`config.mk`:
```
export PLATFORM = sky130hd
export DESIGN_NAME = compression_ctrl
export DESIGN_NICKNAME = d
export VERILOG_FILES = /design/src/rtl/compression_ctrl.sv
export SDC_FILE = /design/constraint.sdc
export NUM_CORES = 1
export LEC_CHECK = 0
export BUFFER_PORTS_ARGS = -buffer_cell sky130_fd_sc_hd__buf_2
export CORE_MARGIN = 2
export CORE_UTILIZATION = 58
export CTS_CLUSTER_SIZE = 10
export DETAILED_ROUTE_END_ITERATION = 16
export HOLD_SLACK_MARGIN = 0.1
export PLACE_DENSITY = 0.95
export SYNTH_ARGS = -nofsm -noshare
export SYNTH_HDL_FRONTEND = slang
export SYNTH_SLANG_ARGS = --single-unit
```
`constraint.sdc`:
```
create_clock -name clk -period 11.9 [get_ports clk]
set_input_delay 1.19 -clock clk [delete_from_list [all_inputs] [get_ports clk]]
set_output_delay 1.19 -clock clk [all_outputs]
set_load 0.02 [all_outputs]
```
`src/rtl/compression_ctrl.sv`:
```
// Sample sequencer for the compressor datapath: accept, settle, capture, hold. Optional COMP_BYPASS_EN adds a bypass port.
// Latency SETTLE_CYCLES+1 accept->out_valid; no skid buffer, in_ready stays low until the out_ready handshake.
module compression_ctrl #(
    parameter int unsigned SETTLE_CYCLES = 2,
    parameter int unsigned RAMP_STEP     = 4,
    parameter logic [7:0]  RATIO_RESET   = 8'd255,
    parameter logic [7:0]  THRESH_RESET  = 8'h7F
) (
    input  logic        clk,
    input  logic        rst,
    input  logic        cfg_we,
    input  logic [7:0]  cfg_threshold,
    input  logic [7:0]  cfg_ratio,
    input  logic        in_valid,
    output logic        in_ready,
    input  logic [15:0] audio_in,
`ifdef COMP_BYPASS_EN
    input  logic        bypass,
`endif
    output logic [7:0]  comp_threshold,
    output logic [7:0]  comp_ratio,
    output logic [15:0] comp_audio_in,
    input  logic [15:0] comp_audio_out,
    output logic        out_valid,
    input  logic        out_ready,
    output logic [15:0] audio_out,
    output logic        busy
);

    typedef enum logic [1:0] {IDLE, SETTLE, HOLD} state_t;

    localparam logic [3:0] CNT_LOAD = 4'(SETTLE_CYCLES - 1);
    localparam logic [8:0] STEP9    = 9'(RAMP_STEP);

    state_t      state_q, state_d;
    logic [3:0]  cnt_q, cnt_d;
    logic        launch_q, launch_d;
    logic [15:0] comp_audio_in_q, comp_audio_in_d;
    logic [15:0] audio_out_q, audio_out_d;
    logic        out_valid_q, out_valid_d;
    logic [7:0]  comp_thr_q, comp_thr_d;
    logic [7:0]  comp_ratio_q, comp_ratio_d;
    logic [7:0]  tgt_thr_q, tgt_thr_d;
    logic [7:0]  tgt_ratio_q, tgt_ratio_d;
    logic        bypass_q, bypass_d;
    logic        bypass_in;

    logic [8:0]  cur9, tgt9, diff9, step9;
    logic [7:0]  ratio_next;

`ifdef COMP_BYPASS_EN
    assign bypass_in = bypass;
`else
    assign bypass_in = 1'b0;
`endif

    // Ratio slew toward the (possibly just-written) target, clamped so it never overshoots or wraps.
    always_comb begin
        cur9       = {1'b0, comp_ratio_q};
        tgt9       = {1'b0, tgt_ratio_d};
        diff9      = 9'd0;
        step9      = 9'd0;
        ratio_next = comp_ratio_q;
        if (tgt9 > cur9) begin
            diff9      = tgt9 - cur9;
            step9      = (diff9 < STEP9) ? diff9 : STEP9;
            ratio_next = 8'(cur9 + step9);
        end else if (tgt9 < cur9) begin
            diff9      = cur9 - tgt9;
            step9      = (diff9 < STEP9) ? diff9 : STEP9;
            ratio_next = 8'(cur9 - step9);
        end
    end

    always_comb begin
        state_d         = state_q;
        cnt_d           = cnt_q;
        launch_d        = launch_q;
        comp_audio_in_d = comp_audio_in_q;
        audio_out_d     = audio_out_q;
        out_valid_d     = out_valid_q;
        comp_thr_d      = comp_thr_q;
        comp_ratio_d    = comp_ratio_q;
        bypass_d        = bypass_q;
        tgt_thr_d       = cfg_we ? cfg_threshold : tgt_thr_q;
        tgt_ratio_d     = cfg_we ? cfg_ratio : tgt_ratio_q;

        case (state_q)
            IDLE: begin
                if (in_valid) begin
                    comp_audio_in_d = audio_in;
                    comp_thr_d      = tgt_thr_d;
                    bypass_d        = bypass_in;
                    cnt_d           = CNT_LOAD;
                    launch_d        = 1'b1;
                    state_d         = SETTLE;
                end
            end
            SETTLE: begin
                // First SETTLE cycle lets the freshly registered datapath inputs launch before counting.
                if (launch_q) begin
                    launch_d = 1'b0;
                end else if (cnt_q == 4'd0) begin
                    audio_out_d = bypass_q ? comp_audio_in_q : comp_audio_out;
                    out_valid_d = 1'b1;
                    state_d     = HOLD;
                end else begin
                    cnt_d = cnt_q - 4'd1;
                end
            end
            HOLD: begin
                if (out_ready) begin
                    out_valid_d  = 1'b0;
                    comp_ratio_d = ratio_next;
                    state_d      = IDLE;
                end
            end
            default: state_d = IDLE;
        endcase
    end

    always_ff @(posedge clk or posedge rst) begin
        if (rst) begin
            state_q         <= IDLE;
            cnt_q           <= 4'd0;
            launch_q        <= 1'b0;
            comp_audio_in_q <= 16'd0;
            audio_out_q     <= 16'd0;
            out_valid_q     <= 1'b0;
            comp_thr_q      <= THRESH_RESET;
            comp_ratio_q    <= RATIO_RESET;
            tgt_thr_q       <= THRESH_RESET;
            tgt_ratio_q     <= RATIO_RESET;
            bypass_q        <= 1'b0;
        end else begin
            state_q         <= state_d;
            cnt_q           <= cnt_d;
            launch_q        <= launch_d;
            comp_audio_in_q <= comp_audio_in_d;
            audio_out_q     <= audio_out_d;
            out_valid_q     <= out_valid_d;
            comp_thr_q      <= comp_thr_d;
            comp_ratio_q    <= comp_ratio_d;
            tgt_thr_q       <= tgt_thr_d;
            tgt_ratio_q     <= tgt_ratio_d;
            bypass_q        <= bypass_d;
        end
    end

    assign in_ready       = (state_q == IDLE);
    assign busy           = (state_q != IDLE);
    assign out_valid      = out_valid_q;
    assign audio_out      = audio_out_q;
    assign comp_audio_in  = comp_audio_in_q;
    assign comp_threshold = comp_thr_q;
    assign comp_ratio     = comp_ratio_q;

endmodule

```
# Word-level counts from Yosys, hierarchy flattened
# Index checks and enable logic that the tools add are counted.
dict set report totals {
  mem_count 0
  latchBits 0
  output_inout_bits 51
  input_bits 53
  register_bits 72
  wordCells 61
  mem_bits_rw 0
  romBits 0
}
dict set report classes {
  magnitude_cmp 4
  bitwise_logic 1
  muxes 21
  mul 0
  add_sub_neg 5
  shift 0
  div_mod_pow 0
  reduce_logical 13
  eq_ne 7
}
# op count
set ops {}
lappend ops {{8-bit two-way mux} 6}
lappend ops {{9-bit by 3-bit less-than comparator with 1-bit output (second input constant)} 2}
lappend ops {{8-bit by 8-bit subtractor with 9-bit output} 2}
lappend ops {{4-bit two-way mux} 3}
lappend ops {{4-bit AND reduction} 3}
lappend ops {{2-bit inequality test (second input constant)} 5}
lappend ops {{8-bit adder} 1}
lappend ops {{8-bit greater-than comparator} 1}
lappend ops {{8-bit less-than comparator} 1}
lappend ops {{2-bit two-way mux} 4}
lappend ops {{4-bit one-hot mux with 2 select lines} 1}
lappend ops {{2-bit nonzero test} 4}
lappend ops {{8-bit subtractor} 1}
lappend ops {{2-bit one-hot mux with 3 select lines} 1}
lappend ops {{3-bit AND reduction} 2}
lappend ops {{4-bit logical NOT} 1}
lappend ops {{1-bit two-way mux} 4}
lappend ops {{1-bit one-hot mux with 2 select lines} 2}
lappend ops {{2-bit AND reduction} 2}
lappend ops {{4-bit by 1-bit subtractor with 4-bit output (second input constant)} 1}
lappend ops {{2-bit by 1-bit == test with 1-bit output (second input constant)} 1}
lappend ops {{2-bit == test (second input constant)} 1}
lappend ops {{2-bit logical NOT} 1}
lappend ops {{1-bit NOT} 1}

# Depth between registers and ports, before layout
dict set report depth {
  depth_word 7
  ltp_mapped 24
  depth_no_buf 22
}

# Least setup slack after synthesis
# Ideal clock, no wire load.
dict set report synth_path {
  path_type {input port to flip-flop}
  from {in cfg_we}
  to {reg comp_ratio_q[7] (netlist: comp_ratio[7])}
  setup_time_ns 0.085
  stages 21
  path_buffers 2
  arrival_time_ns 6.164
  path_slack_ns 5.651
  cell_sequence {clkbuf_1 -> clkbuf_1 -> mux2i_1 -> inv_1 -> ha_1 -> nor2b_4 -> o21a_1 -> or4_4 -> a2111oi_4 -> nand4_1 -> or2_1 -> ha_1 -> o2bb2a_1 -> ha_1 -> nor2b_1 -> o21ai_1 -> a21oi_1 -> o41a_1 -> nor4b_1 -> a31oi_1 -> o2111ai_1}
}
dict set report synth_via {
  elab_chain_len 7
  word_cells_on_any_way 15
}
# item line
set synth_rtl {}
lappend synth_rtl {{from (decl)} 11} ;# input logic cfg_we,
lappend synth_rtl {{8-bit two-way mux (*)} 86} ;# tgt_ratio_d = cfg_we ? cfg_ratio : tgt_ratio_q;
lappend synth_rtl {{via tgt_ratio_d[1]} 44} ;# logic [7:0] tgt_ratio_q, tgt_ratio_d;
lappend synth_rtl {{8-bit by 8-bit subtractor with 9-bit output} 69} ;# diff9 = cur9 - tgt9;
lappend synth_rtl {{9-bit by 3-bit less-than comparator with 1-bit output} 70} ;# step9 = (diff9 < STEP9) ? diff9 : STEP9;
lappend synth_rtl {{8-bit two-way mux} 70}
lappend synth_rtl {{8-bit subtractor} 71} ;# ratio_next = 8'(cur9 - step9);
lappend synth_rtl {{8-bit two-way mux} 68} ;# end else if (tgt9 < cur9) begin
lappend synth_rtl {{8-bit two-way mux} 64} ;# if (tgt9 > cur9) begin
lappend synth_rtl {{to (signal assigned)} 143} ;# comp_ratio_q <= comp_ratio_d;
lappend synth_rtl {{to (decl)} 42} ;# logic [7:0] comp_ratio_q, comp_ratio_d;
# The timed path passes the listed nets; every way through them passes the cells marked *. The select of a mux whose other input is x is not followed.
# A chain may end at the register's enable or synchronous reset.

# Worst setup path in the final report
# Same ends and word-level chain as after synthesis.

==> out/metrics.cfg <==
[outcome]
status=completed

[timing]
whs_ps=495
finClkSkew_ps=8.84
layout_setup_ws_ps=5900
maxSlewHeadroom_pct=41.5
grt_setup_unrepaired=false
finalCriticalPeriod_ps=6000
fmax_ghz=0.167
fin_tns_setup_ps=0
final_min_period_over_clock_period_pct=50.5
worst_slew_pin_slew_ps=877
setup_viol=0
drv_slew=0
hold_violations=0

[yosys]
synth_edf_count=0
syn_inst=364
yosysWarnings=0
synthTopCellsByArea=dfrtp_1 26%, dfstp_2 19%, mux2_2 8.8%, ha_1 8.6%, mux2_1 4.4%
synth_flop_cell=dfrtp_1
synth.most_common_cell=dfrtp_1
synth_top_area_cell=dfrtp_1
yosysUniqueCellTypes=54
syn-num-nets=448
netlist_area_mm2=0.00410
ys_seq_area_share_pct=44.9
synth-seq-cells=72
avgSynthCellArea_um2=11.3
synth_common_cells=42 x dfrtp_1, 32 x mux2_2, 30 x dfstp_2
synthArstFlopShare_pct=100
yosysTopAreaCellShare_pct=25.7

[drt]
dr.pass1.iters=4
totalWireLength_um=10400
first_iter_violations=260
post_drt_wl_per_cell_um=18.3
drtAntennaViolNets=0
viasPerCell=5.74
drcViolationCount=0
vias=3255

[worst_hold_path]
hp-start=audio_out[2]
hold_end=audio_out[2]
min_path_type=flop to flop
holdPathStages=1

[finish]
area_growth_pct=19.6
nets=550
post-route-util_pct=71.7
drive_gt1_share_pct=40.8
num_antenna_cells=0

[critical_path]
critPathKind=primary input to flop
timing.rr.end=comp_ratio[7]
timing.rr.start=tgt_ratio_q[1]
end_kind=flop
critPathMaxStageDelay_ps=500
cpMostUsedCell=ha_1
start_kind=primary input
crit_chain=buf_2, mux2i_1, inv_1, ha_1, nor2b_4, o21a_1, or4_4, a2111oi_4, nand4_1, or2_1, ha_1, o2bb2a_1, ha_1, nor2b_1, o21ai_1, a21oi_1, o41a_1, nor3b_1, mux2i_1, o2111ai_1
reg2regPathDepth=19
worstPathMaxFanout=16
arrival_ps=6290
slowest_stage=or4_4
critPathRequiredTime_ps=12180
r2r_slack_ps=6900

[power_and_ir_drop]
p_total_mw=1.37
p_leak_nw=2.33
power.density_mw_per_mm2=280
ir_drop_v=0.000229

[cts]
cts_buffer_depth=2
hold_buffers=0
htreeDepth=3
cts_tree=done
path_clk_slew_ps=80
clock_latency_ps=360
cts_setup_buffers=0
cts_root_buf=clkbuf_8
numCtsBuffers=9
cts-resized-gates=0
clock-sinks=72

[global_routing]
grt_pass1_vias=3418
grt_pass1_wl_um=16600
track_usage_pct=28.3
antenna_found_initial=0
grt_max_degree=73
globalRouteOverflowTotal=0

[run]
max_cap_violations=0

[place]
pre_cts_ws_ps=5570
io_buffers=103
routabilityCongestion=0.956
dp_hpwl_um=7440

[floorplan]
chipWidth_um=88.0
placement_rows=30
die-area_mm2=0.00775
die_h_um=88.0
start_util_pct=60.0
coreArea_mm2=0.00683
io_pins=104

## critical path: cells and delay by family
kind,cells,cell delay [ps]
AO/OA/AOI/OAI,7,1740
adder cells (fa/ha/maj),3,850
buffers and inverters,2,560
multiplexers,2,510
AND/OR/NAND/NOR,6,1420
## metal layers
layer,track usage (%),wire (um)
met1,33.0,3950
met2,49.4,5450
met3,8.29,691
met4,10.5,274
met5,0,0
## logic make-up (layout without fill, tap and decap cells)
kind of cell	count (synthesis)	after routing	share of synthesized area [%]
buffers and inverters	44	151	4.03
xor gates and xnor gates	11	11	2.35
DFF	72	72	44.9
muxes	61	61	16.5
adders and majority gates	31	31	10.0
and+or+nand+nor	71	71	9.80
AOI/OAI and AO/OA	74	74	12.4
## metrics by stage
stage | instance area, um2 | cells
6_report | 4900 | 567
5_1_grt | 4900 | 567
4_1_cts | 4900 | 567
3_5_place_dp | 4700 | 551
3_3_place_gp | 4700 | 551
2_1_floorplan | 4100 | 364
## cells in the final DEF, fill, tap and decap left out, types with 3 or more instances in the layout
cell type,count
fa_1,3
nor3b_1,3
o2111ai_1,3
nor3_1,5
o31ai_1,3
mux2_2,32
o21bai_1,3
inv_1,28
a21oi_1,20
clkbuf_8,9
xor2_1,5
mux2_1,16
or3_1,3
o21ai_1,11
nand4_1,3
nor2_1,13
clkinv_4,3
ha_1,28
nor2b_1,7
a21o_1,9
mux2i_1,12
o21ai_0,6
dfstp_2,30
nand3_1,6
nand2_1,15
xnor2_1,6
nand2b_1,3
dfrtp_1,42
buf_4,3
o21a_1,3
buf_2,103
## registers in the layout (all words and copies together) (netlist names)
| name | count |
|---|---|
| comp_audio_in | 16 |
| cnt_q | 4 |
| state_q | 2 |
| launch_q | 1 |
| comp_ratio | 8 |
| comp_threshold | 8 |
| audio_out | 16 |
| out_valid | 1 |
| tgt_ratio_q | 8 |
| tgt_thr_q | 8 |
## worst max-delay path by stage
stage               cells past startpoint       endpoint  slack, ps  startpoint
floorplan                              21  comp_ratio[7]       5650      cfg_we
global placement                       20  comp_ratio[7]       5810      cfg_we
detailed placement                     20  comp_ratio[7]       5570      cfg_we
CTS                                    20  comp_ratio[7]       5910      cfg_we
global route                           20  comp_ratio[7]       5500      cfg_we
finish                                 20  comp_ratio[7]       5900      cfg_we
## cell type report
class                           instances  area, um2
Multi-Input combinational cell        248       2090
Fill cell                             490       1930
Sequential cell                        72       1840
Timing Repair Buffer                  106        538
Clock buffer                            9        124
Tap cell                               96        120
Inverter                               29        109
Clock inverter                          7       78.8
## power breakdown
group          switching, mW  internal, mW  leakage (nW)
clock network          0.100        0.0989         0.104
registers             0.0647         0.363         0.811
logic                  0.450         0.297          1.42
No activity file was read; power rests on OpenSTA's default activity.
